**src/rtl/spike_encoder.sv**
```systemverilog
// Value-to-time spike encoder: owns the gamma phase counter and turns one token
// per gamma cycle into a pulse whose rising edge sits at phase == value.
module spike_encoder #(
  parameter int GAMMA_CYCLE_WIDTH = 16,
  parameter int PULSE_WIDTH       = 8,
  parameter int VAL_W             = $clog2(GAMMA_CYCLE_WIDTH)
) (
  input  logic             aclk,
  input  logic             grst,
  input  logic             in_valid,
  output logic             in_ready,
  input  logic [VAL_W-1:0] in_value,
  input  logic             in_null,
  output logic [VAL_W-1:0] phase,
  output logic             gamma_start,
  output logic             y
);

  // Two spare bits keep value + PULSE_WIDTH from wrapping.
  localparam int AW = VAL_W + 2;

  localparam logic [VAL_W-1:0] PHASE_LAST = VAL_W'(GAMMA_CYCLE_WIDTH - 1);
  localparam logic [AW-1:0]    GAMMA_A    = AW'(GAMMA_CYCLE_WIDTH);
  localparam logic [AW-1:0]    PW_A       = AW'(PULSE_WIDTH);

  typedef struct packed {
    logic             is_null;
    logic [VAL_W-1:0] value;
  } token_t;

  localparam token_t NULL_TOKEN = '{is_null: 1'b1, value: '0};

  logic [VAL_W-1:0] phase_q, phase_d;
  logic             gamma_start_q, gamma_start_d;
  logic             pending_valid_q, pending_valid_d;
  token_t           pending_q, pending_d;
  token_t           active_q, active_d;
  logic             y_q, y_d;

  logic             boundary;
  logic             transfer;
  logic [AW-1:0]    phase_ext;
  logic [AW-1:0]    value_ext;

  assign in_ready = !pending_valid_q && !grst;
  assign transfer = in_valid && in_ready;

  // Explicit wrap rather than a modulo so non-power-of-2 gamma lengths count correctly.
  always_comb begin
    boundary      = (phase_q == PHASE_LAST);
    phase_d       = boundary ? '0 : phase_q + VAL_W'(1);
    gamma_start_d = (phase_d == '0);
  end

  // NOTE: every signal gets its hold value first so no path leaves it unassigned (no latch).
  always_comb begin
    pending_valid_d = pending_valid_q;
    pending_d       = pending_q;
    active_d        = active_q;
    if (boundary) begin
      active_d        = pending_valid_q ? pending_q : NULL_TOKEN;
      pending_valid_d = 1'b0;
    end
    // A transfer in the last phase lands after the commit, so it waits one extra gamma.
    if (transfer) begin
      pending_valid_d = 1'b1;
      pending_d       = '{is_null: in_null, value: in_value};
    end
  end

  // Spike decoded from next-state values so y lines up with the phase output.
  always_comb begin
    phase_ext = AW'(phase_d);
    value_ext = AW'(active_d.value);
    y_d = !active_d.is_null
          && (value_ext < GAMMA_A)
          && (phase_ext >= value_ext)
          && (phase_ext < value_ext + PW_A);
  end

  // NOTE: state is written with non-blocking assignments so every flop samples pre-edge values.
  always_ff @(posedge aclk) begin
    if (grst) begin
      phase_q         <= PHASE_LAST;
      gamma_start_q   <= 1'b0;
      pending_valid_q <= 1'b0;
      pending_q       <= NULL_TOKEN;
      active_q        <= NULL_TOKEN;
      y_q             <= 1'b0;
    end else begin
      phase_q         <= phase_d;
      gamma_start_q   <= gamma_start_d;
      pending_valid_q <= pending_valid_d;
      pending_q       <= pending_d;
      active_q        <= active_d;
      y_q             <= y_d;
    end
  end

  assign phase       = phase_q;
  assign gamma_start = gamma_start_q;
  assign y           = y_q;

endmodule
```
**config.mk**
```make
export PLATFORM = sky130hd
export DESIGN_NAME = spike_encoder
export DESIGN_NICKNAME = d
export VERILOG_FILES = /design/src/rtl/spike_encoder.sv
export SDC_FILE = /design/constraint.sdc
export NUM_CORES = 1
export LEC_CHECK = 0
export CORE_ASPECT_RATIO = 1.25
export CORE_UTILIZATION = 40
export CTS_CLUSTER_SIZE = 12
export DETAILED_ROUTE_END_ITERATION = 6
export GPL_TIMING_DRIVEN = 0
export PLACE_DENSITY = 0.67
export RECOVER_POWER = 100
export SETUP_SLACK_MARGIN = 0.15
export SYNTH_ARGS = -nofsm -noshare
export SYNTH_HDL_FRONTEND = slang
export SYNTH_SLANG_ARGS = --single-unit
```
**constraint.sdc**
```tcl
create_clock -name aclk -period 1.95 [get_ports aclk]
set_input_delay 0.39 -clock aclk [delete_from_list [all_inputs] [get_ports aclk]]
set_output_delay 0.39 -clock aclk [all_outputs]
set_load 0.01 [all_outputs]
```
# ---- After elaboration in Yosys (flattened, before gate mapping)
# Cells that the tools add are included.
dict set report classes {
  add_sub_neg 2
  magnitude_cmp 2
  eq_ne 1
  mux 5
  reduce_logical 9
}
# cell n
set op_table {}
lappend op_table {{two-way mux 5 bit} 2}
lappend op_table {{adder 4 x 4 -> 5 bit (second input constant)} 1}
lappend op_table {{less-than comparator 4 x 5 -> 1 bit} 1}
lappend op_table {{adder 4 x 1 -> 4 bit (second input constant)} 1}
lappend op_table {{equality test 4 bit (second input constant)} 1}
lappend op_table {{greater-or-equal comparator 4 bit} 1}
lappend op_table {{logical AND 1 bit} 4}
lappend op_table {{logical NOT 4 bit} 1}
lappend op_table {{two-way mux 4 bit} 1}
lappend op_table {{logical NOT 1 bit} 3}
lappend op_table {{two-way mux 1 bit} 2}
lappend op_table {{nonzero test 2 bit} 1}
dict set report word_totals {
  regBits 17
  inputBits 8
  out_inout_bits 7
  word_cells 27
}

# ---- Depth between registers and ports, before layout
dict set report logic_depth {
  word_depth 5
  ltp_mapped 10
  depth_no_buf 9
}

# ---- Worst setup path before layout
# Ideal clock, no wire load.
dict set report synth_timing {
  path_type {register to register}
  from {register phase_q[0] (netlist: phase[0])}
  to {register y_q (netlist: y)}
  setup_time_ps 61
  arrival_time_ps 2060
  required_time_ps 1889
  setup_slack_ps -171
  path_stages_with_launch 11
  path_buffers 1
  period_less_slack_ps 2121
  path_cell_list {dfxtp_1 ha_1 and3_1 buf_4 and3_1 a21oi_1 ha_1 nor2b_1 o21a_1 o21ai_0 and4b_1}
}
dict set report synth_via {
  elab_chain_len 5
  word_cells_on_any_way 10
  classes_between {add/sub (2); order compare (2); eq/ne (1); mux (2); reduce/logical (3)}
}
# element line_no
set synth_rtl {}
lappend synth_rtl {{start, declared} 33} ;# logic [VAL_W-1:0] phase_q, phase_d;
lappend synth_rtl {{start signal, assigned} 91} ;# phase_q <= phase_d;
lappend synth_rtl {{equality test 4 bit or adder 4 x 1 -> 4 bit (tied branches)} {50, 51}}
lappend synth_rtl {{two-way mux 5 bit or two-way mux 4 bit (tied branches)} {60, 51}}
lappend synth_rtl {{adder 4 x 4 -> 5 bit, or another cell as far along} 78} ;# && (phase_ext < value_ext + PW_A);
lappend synth_rtl {{less-than comparator 4 x 5 -> 1 bit or logical AND 1 bit (tied branches)} {78, 77}}
lappend synth_rtl {{logical AND 1 bit (*)} 78}
lappend synth_rtl {{end signal, assigned} 96} ;# y_q <= y_d;
lappend synth_rtl {{end, declared} 38} ;# logic y_q, y_d;
# Mark *: on every way between the ends. The rest lies on a longest branch, timed or not.
# A chain may end at the register's enable or synchronous reset.

# ---- Final worst setup path
dict set report layout_timing {
  from {register phase_q[1] (netlist: phase[1])}
  to {register y_q (netlist: y)}
}
# The elaborated chain is that of the path after synthesis.

==> flow_metrics.py <==
metrics = {
    "pwr": {
        "p_total_mw": 1.05,
        "p_int_mw": 0.716,
        "p_per_area_nw_per_um2": 972,
        "seq_power_share": 0.406,
        "vdd_ir_drop_max_mv": 0.525,
        "switching_power_mw": 0.335,
        "comb_power_share": 0.416,
        "p_clk_frac": 0.178,
        "p_leak_nw": 0.443,
        "power_switching_share": 0.318,
    },
    "setup_path": {
        "rrSetupSlack_ps": -70,
        "crit_arrival_ps": 2260,
        "reg2reg_from": "phase[1]$_SDFF_PP1_",
        "reg2reg_to": "y$_SDFF_PP0_",
        "required_ps": 2190,
        "setup.worst_path.start_class": "flip-flop",
        "r2r_cells": 10,
        "critPathKind": "reg -> reg",
        "endpoint_kind": "flip-flop",
        "crit_fanout": 4,
    },
    "timing": {
        "rsz0062_at_grt": "true",
        "final-setup-viol-count": 1,
        "worstMarginPinSlew_ps": 388,
        "setup_ws_ps": -65.2,
        "whs_ps": 475,
        "tns_ps": -65.2,
        "slew_headroom": 0.741,
        "fin_crit_sh": 1.03,
        "finClkSkew_ps": 4.29,
        "hold_viol": 0,
        "layout_min_cycle_time_ps": 2020,
        "fmax_ghz": 0.496,
        "finalMaxSlewViolations": 0,
    },
    "global_routing": {
        "grt_use_total": 0.159,
        "met3_usage": 0.0398,
        "met1_usage": 0.179,
        "grt_max_degree": 11,
        "grt_pass1_vias": 588,
        "antenna_found_initial": 0,
        "grt_pass1_wl_um": 2260,
        "busiest_layer": "met2",
        "overflow": 0,
        "use_met2": 0.258,
    },
    "place": {
        "gp_congestion": 0.648,
        "io_buffers": 14,
        "pre_cts_slack_ps": -390,
        "placedCellCount": 111,
        "place_area_um2": 958,
        "dpl.hpwl_um": 1000,
    },
    "floorplan": {
        "fp.dieH_um": 50.7,
        "start_util": 0.430,
        "core_um2": 1770,
        "fp.dieW_um": 41.0,
        "io_pins": 15,
        "design.die.area_um2": 2080,
        "rows": 17,
    },
    "worst_hold_path": {
        "min_to": "active_q[0]$_SDFF_PP0_",
        "worstHoldPathType": "reg -> reg",
        "hp-start": "active_q[0]$_SDFF_PP0_",
        "whs_path_depth": 2,
    },
    "final_layout": {
        "fin_util": 0.612,
        "nFillCells": 161,
        "n_antenna_cell": 0,
        "multi_input_area_um2": 465,
        "nets": 116,
        "drive_above_1_share": 0.284,
        "final_cells": 121,
        "area_delta_synth_final_pct": 42.3,
        "register_area_um2": 349,
        "stdcell_area_um2": 1080,
    },
    "clocking": {
        "cts_buffers": 3,
        "cts-htree-levels": 1,
        "clock-sinks": 17,
        "insertion_delay_ps": 290,
        "hold_buffers": 0,
        "clockRootBuffer": "clkbuf_4",
        "cts.clk_slew.worst_paths_ps": 100,
        "cts.path.max_buffers": 2,
        "cts_tree": "yes",
    },
    "drt": {
        "first_pass_iters": 2,
        "vias": 620,
        "ant_nets": 0,
        "routedWlPerCell_um": 11.3,
        "vias_per_cell": 5.12,
        "routed_wl_um": 1360,
        "drt-initial-drc-count": 1,
        "drc": 0,
    },
    "run_status": {
        "violations": "negative setup slack",
        "outcome": "finished, violations left",
    },
    "logic_synthesis": {
        "synth_fp_nets": 91,
        "ys_warn_count": 0,
        "netlist_area_um2": 759,
        "ys_seq_area_frac": 0.448,
        "syn_area_per_cell_um2": 9.74,
        "ys_ff_latch": 17,
        "netlist_instances": 78,
        "ys_types": 27,
    },
    "run": {
        "cap_violations": 0,
    },
}
-- synthesized netlist by cell type, drive strengths merged --
cell,count,area [um^2]
dfxtp,17,340
nor2,10,40.0
ha,5,62.6
mux2i,5,62.6
a21oi,4,20.0
nand2,4,15.0
nand2b,4,25.0
nor2b,4,25.0
and3,3,18.8
o21ai,3,15.0
or2,3,21.3
and4b,2,20.0
clkbuf,2,7.51
nand3,2,10.0
a211o,1,8.76
a211oi,1,7.51
a311o,1,10.0
and2,1,6.26
buf,1,7.51
inv,1,3.75
nand3b,1,7.51
o21a,1,7.51
o2bb2ai,1,8.76
xor2,1,8.76
-- state kept, by name (all words and copies together), names as in the netlist --
name and flops:
pending_valid_q 1, active_q 5, phase 4, gamma_start 1, pending_q 5, y 1
-- worst max path at each step --
| stage | start | end | cells past startpoint |
|---|---|---|---|
| 2_1_floorplan | phase[1]$_SDFF_PP1_ | y$_SDFF_PP0_ | 10 |
| 3_3_place_gp | grst | in_ready | 4 |
| 3_5_place_dp | grst | in_ready | 4 |
| 4_1_cts | phase[0]$_SDFF_PP1_ | y$_SDFF_PP0_ | 10 |
| 5_1_grt | phase[1]$_SDFF_PP1_ | y$_SDFF_PP0_ | 10 |
| 6_report | phase[1]$_SDFF_PP1_ | y$_SDFF_PP0_ | 10 |
-- critical path, stage by stage (launching register included) --
cell and delay [ps]:
dfxtp_4 360, ha_4 170, and3_4 180, buf_6 120, and3_4 180, a21oi_4 150, ha_4 230, nor2b_1 120
o21a_1 170, o21ai_1 110, and4b_1 180
-- repair_timing --
action / 4_1_cts / 5_1_grt
gates resized for setup: 7 / 6
buffers inserted: 6 / 0
endpoints found under the setup margin: 2 / 1
pin swaps: 3 / 3
-- power groups by stage --
stage,clock (mW),combinational [mW],sequential [mW]
2_1_floorplan,0,0.244,0.439
3_3_place_gp,0,0.361,0.433
3_5_place_dp,0,0.372,0.434
4_1_cts,0.198,0.419,0.422
5_1_grt,0.217,0.484,0.434
6_report,0.187,0.437,0.427
-- layer usage --
metal / wire (um) / vias to the layer above
met5: 0 / -
met4: 27 / 0
met3: 43 / 4
met2: 718 / 15
met1: 574 / 281
li1: - / 320
-- cell families (layout without fill, tap and decap cells) --
family,Yosys count,after routing,synth area share
AND/OR/NAND/NOR,34,34,0.249
flip-flops,17,17,0.448
AO/OA/AOI/OAI,12,12,0.102
adder cells (fa/ha/maj),5,5,0.0824
multiplexers,5,5,0.0824
buffers and inverters,4,28,0.0247
XOR/XNOR,1,1,0.0115
-- cell usage in the layout, fill, tap and decap left out, drive strengths merged --
master	n
clkbuf	5
and3	3
a311o	1
inv	1
o21a	1
a211oi	1
nand3	2
a21oi	4
nand2b	4
o2bb2ai	1
or2	3
ha	5
nand2	4
and2	1
and4b	2
clkinv	1
dfxtp	17
nor2b	4
clkdlybuf4s50	12
a211o	1
o21ai	3
xor2	1
nor2	10
nand3b	1
dlygate4sd2	2
buf	7
mux2i	5
-- layout make-up --
class,instances,area share
Multi-Input combinational cell,57,0.431
Sequential cell,17,0.323
Timing Repair Buffer,20,0.169
Buffer,3,0.0266
Tap cell,19,0.0220
Clock buffer,3,0.0208
Clock inverter,1,0.00463
Inverter,1,0.00347
No activity file was read; power rests on OpenSTA's default activity.
